**src/rtl/cacheline_adaptor_pkg.sv**
```systemverilog
// Shared types and sizing for the cacheline adaptor: the burst FSM states
// and the default line/beat geometry.
package cacheline_adaptor_pkg;

    localparam int BURST_W_DEF = 64;
    localparam int BEATS_DEF   = 4;
    localparam int LINE_W_DEF  = BURST_W_DEF * BEATS_DEF;
    localparam int ADDR_W_DEF  = 32;

    // Byte offset bits within one 32-byte cacheline.
    localparam int LINE_OFFSET = 5;

    typedef enum logic [1:0] {
        IDLE  = 2'd0,
        READ  = 2'd1,
        WRITE = 2'd2,
        DONE  = 2'd3
    } state_t;

endpackage

```
**src/rtl/cacheline_adaptor.sv**
```systemverilog
// Converts one 256-bit cacheline read/write from the cache controller into a
// 4-beat 64-bit burst on physical memory, then pulses resp_o for one cycle.
module cacheline_adaptor
    import cacheline_adaptor_pkg::*;
#(
    parameter int BURST_W = BURST_W_DEF,
    parameter int BEATS   = BEATS_DEF,
    parameter int LINE_W  = BURST_W * BEATS,
    parameter int ADDR_W  = ADDR_W_DEF
) (
    input  logic              clk,
    input  logic              rst,
    input  logic [LINE_W-1:0] line_i,
    output logic [LINE_W-1:0] line_o,
    input  logic [ADDR_W-1:0] address_i,
    input  logic              read_i,
    input  logic              write_i,
    output logic              resp_o,
    input  logic [BURST_W-1:0] burst_i,
    output logic [BURST_W-1:0] burst_o,
    output logic [ADDR_W-1:0] address_o,
    output logic              read_o,
    output logic              write_o,
    input  logic              resp_i
);

    localparam int CNT_W = (BEATS > 1) ? $clog2(BEATS) : 1;
    localparam logic [CNT_W-1:0] LAST_BEAT = CNT_W'(BEATS - 1);
    // Clears the in-line byte offset so memory always sees an aligned address.
    localparam logic [ADDR_W-1:0] ADDR_MASK =
        {{(ADDR_W - LINE_OFFSET){1'b1}}, {LINE_OFFSET{1'b0}}};

    state_t             state;
    state_t             state_nxt;
    logic [CNT_W-1:0]   cnt;
    logic [ADDR_W-1:0]  addr_q;
    logic [LINE_W-1:0]  line_q;
    logic               last_beat;

    assign last_beat = (cnt == LAST_BEAT);
    assign address_o = addr_q;
    // Write beats are selected straight from the latched line by the counter.
    assign burst_o   = line_q[int'(cnt) * BURST_W +: BURST_W];

    // State register.
    always_ff @(posedge clk) begin
        if (rst) begin
            state <= IDLE;
        end else begin
            state <= state_nxt;
        end
    end

    // Next-state logic and Moore request/response outputs.
    always_comb begin
        state_nxt = state;
        read_o    = 1'b0;
        write_o   = 1'b0;
        resp_o    = 1'b0;
        case (state)
            IDLE: begin
                if (write_i) begin
                    state_nxt = WRITE;
                end else if (read_i) begin
                    state_nxt = READ;
                end
            end
            READ: begin
                read_o = 1'b1;
                if (resp_i && last_beat) begin
                    state_nxt = DONE;
                end
            end
            WRITE: begin
                write_o = 1'b1;
                if (resp_i && last_beat) begin
                    state_nxt = DONE;
                end
            end
            DONE: begin
                resp_o    = 1'b1;
                state_nxt = IDLE;
            end
            default: state_nxt = IDLE;
        endcase
    end

    // Request latching, beat counting and read-line assembly. The counter
    // parks on the last beat rather than wrapping; IDLE clears it on start.
    always_ff @(posedge clk) begin
        if (rst) begin
            cnt    <= '0;
            addr_q <= '0;
            line_q <= '0;
            line_o <= '0;
        end else begin
            case (state)
                IDLE: begin
                    if (write_i) begin
                        addr_q <= address_i & ADDR_MASK;
                        line_q <= line_i;
                        cnt    <= '0;
                    end else if (read_i) begin
                        addr_q <= address_i & ADDR_MASK;
                        cnt    <= '0;
                    end
                end
                READ: begin
                    if (resp_i) begin
                        line_o[int'(cnt) * BURST_W +: BURST_W] <= burst_i;
                        if (!last_beat) begin
                            cnt <= cnt + CNT_W'(1);
                        end
                    end
                end
                WRITE: begin
                    if (resp_i && !last_beat) begin
                        cnt <= cnt + CNT_W'(1);
                    end
                end
                default: ;
            endcase
        end
    end

endmodule

```
**config.mk**
```make
export PLATFORM = sky130hd
export DESIGN_NAME = cacheline_adaptor
export DESIGN_NICKNAME = d
export VERILOG_FILES = /design/src/rtl/cacheline_adaptor_pkg.sv /design/src/rtl/cacheline_adaptor.sv
export SDC_FILE = /design/constraint.sdc
export NUM_CORES = 1
export LEC_CHECK = 0
export BUFFER_PORTS_ARGS = -buffer_cell sky130_fd_sc_hd__buf_2
export CORE_AREA = 2 2 276 278
export CTS_BUF_LIST = sky130_fd_sc_hd__clkbuf_8
export DETAILED_ROUTE_END_ITERATION = 8
export DIE_AREA = 0 0 278 280
export GPL_TIMING_DRIVEN = 0
export SYNTH_ARGS = -nofsm -noshare
export SYNTH_HDL_FRONTEND = slang
export SYNTH_SLANG_ARGS = --single-unit
```
**constraint.sdc**
```tcl
create_clock -name clk -period 3.5 [get_ports clk]
set_input_delay 1.05 -clock clk [delete_from_list [all_inputs] [get_ports clk]]
set_output_delay 1.05 -clock clk [all_outputs]
set_load 0.1 [all_outputs]
```
After elaboration in Yosys (flattened, before gate mapping) --
Cells that the tools add are included.
Cells by class: shifts and indexed selects 3, $lt $le $gt $ge 0, multiply operators 0, muxes and demuxes 16, equality and inequality tests 9, $add $sub $neg 2, bitwise gates (word level) 0, reductions and logical operators 12, div/mod/pow operators 0
Operators by type and width (number):
- $bwmux 256 | 1
- $shift 64x33->256 const A | 1
- $shiftx 256x9->64 | 1
- $shiftx 64x33->256 | 1
- $mux 32 | 2
- $neg 8->33 | 1
- $mux 2 | 8
- $pmux 2 s3 | 2
- $reduce_and 2->1 | 4
- $eq 2x2->1 const B | 3
- $ne 2x2->1 const B | 3
- $reduce_and 5->1 | 1
- $mux 1 | 3
- $ne 3x3->1 const B | 1
- $reduce_bool 3->1 | 1
- $add 2x1->2 const B | 1
- $eq 2x1->1 const B | 1
- $logic_and 1x1->1 | 2
- $logic_not 2->1 | 1
- $ne 2x1->1 const B | 1
- $reduce_bool 2->1 | 1
- $reduce_or 2->1 | 1
- $logic_not 1->1 | 1
Word-level totals: output and inout port bits 355, bits in registers 548, memory bits (writable) 0, bits in read-only memories 0, word-level logic and storage cells 47, memories 0, latch bits 0, bits of input ports 357

Depth between registers and ports, before layout --
depth after elaboration 5, gate-level depth with buffers 11, depth with buffers taken out 5

Worst setup path after synthesis --
Ideal clock, no wire load.
path kind reg2out, start reg cnt[0], end out burst_o[46], buffers on the path 3, path slack 0.811 ns, required time 2.450 ns, data arrival time 1.639 ns, stages on the path, launching flop included 5, cells stage by stage dfxtp_1 -> buf_4 -> buf_6 -> buf_4 -> mux4_2
On the way: longest elaborated chain between the ends 1
Ends and longest elaborated chain:
- start, declared | RTL line cacheline_adaptor.sv:35 | logic [CNT_W-1:0] cnt;
- start signal, assigned | RTL line cacheline_adaptor.sv:112 | cnt <= cnt + CNT_W'(1);
- start signal, assigned | RTL line cacheline_adaptor.sv:118 | cnt <= cnt + CNT_W'(1);
- $shiftx 256x9->64 | RTL line cacheline_adaptor.sv:43 | assign burst_o = line_q[int'(cnt) * BURST_W +: BURST_W];
- end, declared | RTL line cacheline_adaptor.sv:20 | output logic [BURST_W-1:0] burst_o,
No other way between the ends.

Worst setup path in the final report --
start reg cnt[0], end out burst_o[50]
The elaborated chain is that of the path after synthesis.

==> qor.csv <==
metric,value,unit
io_buffers,698,
layout_min_cycle_time,3.39,ns
cp.required,2.45,ns
cts_buffers,93,
clock_path_buffers,3,
avgSynthCellArea,8.35,sq um
core,75200,sq um
drive_gt1_share,30.7,%
power,22.4,mW
grt_max_degree,16,
cp_data_arrival_time,2.34,ns
startpoint_type,flip-flop,
switching_share,43.3,%
grt_usage,22.3,%
grt_pass1_wl,131000,um
die_h,280,um
grt_overflow,0,
synth_edf_count,0,
post-synth-top-area-fraction,52.0,%
wl_per_cell,20.8,um
htree_levels,3,
synth_ff_type,dfxtp_1,
setup_viol,0,
rows,101,
synth_top_cell_by_area,dfxtp_1,
design_area,28200,sq um
fmaxAchievable,0.295,GHz
ir_drop,0.503,mV
postPlaceCellArea,25600,sq um
hold_violations,0,
p_per_area,795,nW/um^2
netlist_area,20900,sq um
insertion_delay,0.70,ns
cts_tree,done,
drt-total-wl,91100,um
fin_crit_sh,96.8,%
initial_core_util,27.8,%
grt_pass1_vias,20400,
root_buffer,clkbuf_8,
synthCells,2503,
pre_cts_ws,-0.226,ns
dr.pass1.iters,5,
rsz0062_at_grt,true,
r2r_cells,7,
setup_slack,0.113,ns
cts_hold_buf,0,
slew_violations,0,
die-area,77800,sq um
via_per_inst,4.84,
num_vias,21200,
clkPwrFrac,28.7,%
internal-power,12.7,mW
p_leak,11.8,nW
critPathKind,flip-flop to output port,
hp-class,flip-flop to flip-flop,
setup_tns,0,ns
synth_commonest_cells,"825 x nand2_1, 543 x dfxtp_1, 541 x a21oi_1",
drcViolationCount,0,
worst_pin_slew,1.38,ns
post-synth-top-count-cell,nand2_1,
synth_cell_types,30,
path_max_fanout,10,
syn_to_final_growth,34.8,%
final_nets,3672,
gp_congestion,0.901,
antenna_found_initial,23,
outcome,finished clean,
drtAntennaViolNets,0,
drt_iter0_markers,1327,
die_w,278,um
seqPwrFrac,32.7,%
hpwlAfterDp,69800,um
hold_depth,2,
cts.sink_count,543,
yosys_register_bits,543,
clock_skew,0.0390,ns
end_kind,output port,
switchingPower,9.70,mW
ioPinCount,712,
clk_pin_slew,0.06,ns
final_core_util,37.4,%
max_cap_violations,0,
seq_area_frac_synth,52.0,%
ys_top_cells_by_area,"dfxtp_1 52%, nand2_1 15%, a21oi_1 13%",
async_flop_share,0,%
comb_power_share,38.6,%
relSlewSlack,7.43,%
ys_warn_count,0,
## repair_timing
| action | 4_1_cts | 5_1_grt |
|---|---|---|
| resized for setup | 80 | 19 |
| hold endpoints to repair | 0 | 0 |
| cloned | 0 | 1 |
| setup endpoints to repair | 114 | 34 |
| buffers inserted | 2 | 1 |
## critical path, cell delays in order, from the launching register on
cell and delay (ns):
dfxtp_4 0.38, buf_12 0.16, buf_16 0.17, buf_12 0.16
mux4_2 0.58, buf_12 0.20
## placed cells by master, fill, tap and decap left out, types with 2 or more instances in the layout
| master | netlist | final |
|---|---|---|
| a21oi_1 | 541 | 541 |
| and3_1 | 4 | 4 |
| buf_1 | 9 | 6 |
| buf_12 | 0 | 6 |
| buf_2 | 82 | 727 |
| buf_4 | 21 | 51 |
| buf_6 | 7 | 24 |
| bufinv_16 | 0 | 5 |
| clkbuf_1 | 105 | 102 |
| clkbuf_2 | 1 | 3 |
| clkbuf_4 | 0 | 6 |
| clkbuf_8 | 0 | 124 |
| clkinv_2 | 0 | 12 |
| clkinv_8 | 0 | 3 |
| conb_1 | 1 | 5 |
| dfxtp_1 | 543 | 542 |
| diode_2 | 0 | 19 |
| ha_1 | 11 | 11 |
| inv_1 | 5 | 30 |
| inv_12 | 0 | 3 |
| mux2i_1 | 3 | 3 |
| mux4_2 | 64 | 64 |
| nand2_1 | 825 | 825 |
| nand3_1 | 262 | 262 |
| nor3b_1 | 2 | 2 |
| nor4b_2 | 3 | 3 |
| o21ai_0 | 3 | 3 |
## per-stage QoR
step / cells / hold slack [ns]
6_report: 4380 / 0.446
3_3_place_gp: 4183 / 0.435
4_1_cts: 4359 / 0.449
3_5_place_dp: 4183 / 0.440
5_1_grt: 4380 / 0.462
2_1_floorplan: 2507 / 0.433
## per-layer routing
metal	GRT usage, %	vias to the layer above	routed length (um)	share of wire, %
met3	5.40	221	6920	7.6
met2	37.5	909	43400	48
met4	10.2	8	3710	4.1
met1	27.0	9998	37000	41
met5	0	-	49	0.054
li1	-	10100	-	-
## flip-flops by register name, summed over array words and instances (netlist names)
name	count
line_o	256
line_q	256
address_o	27
cnt	2
state	2
## path summary, 6_finish.rpt
kind / from / end / slack, ns
setup / recovery: cnt[0]$_SDFFE_PP0P_ / burst_o[50] / 0.11
hold reg to reg: line_o[163]$_SDFFE_PP0P_ / line_o[163]$_SDFFE_PP0P_ / 0.45
hold / removal: line_o[163]$_SDFFE_PP0P_ / line_o[163]$_SDFFE_PP0P_ / 0.45
setup reg to reg: cnt[1]$_SDFFE_PP0P_ / line_o[199]$_SDFFE_PP0P_ / 0.46
## kinds of logic after synthesis
| kind of cell | Yosys count | share of synthesized area [%] |
|---|---|---|
| DFF | 543 | 52.0 |
| AOI/OAI and AO/OA | 549 | 13.2 |
| other | 1 | 0.0179 |
| buffers and inverters | 230 | 5.26 |
| and+or+nand+nor | 1102 | 21.7 |
| adders and majority gates | 11 | 0.659 |
| muxes | 67 | 7.04 |
## area by class of cell
cell class,instances,area (sq um)
inverter,5,18.8
sequential,543,10900
clock buffer,124,1710
tap,978,1220
multi-input combinational,1734,8940
buffer,225,1170
fill,7985,47000
clock inverter,50,418
antenna,19,47.5
timing repair buffer,702,3760
## power groups by stage
stage,Sequential (mW),Combinational [mW],Clock [mW]
finish,7.32,8.63,6.43
global route,7.38,9.16,6.81
CTS,7.30,8.56,6.54
detailed placement,7.42,8.30,0
global placement,7.40,8.28,0
floorplan,8.44,5.07,0
Note: power is estimated with default switching activity, not from simulation.
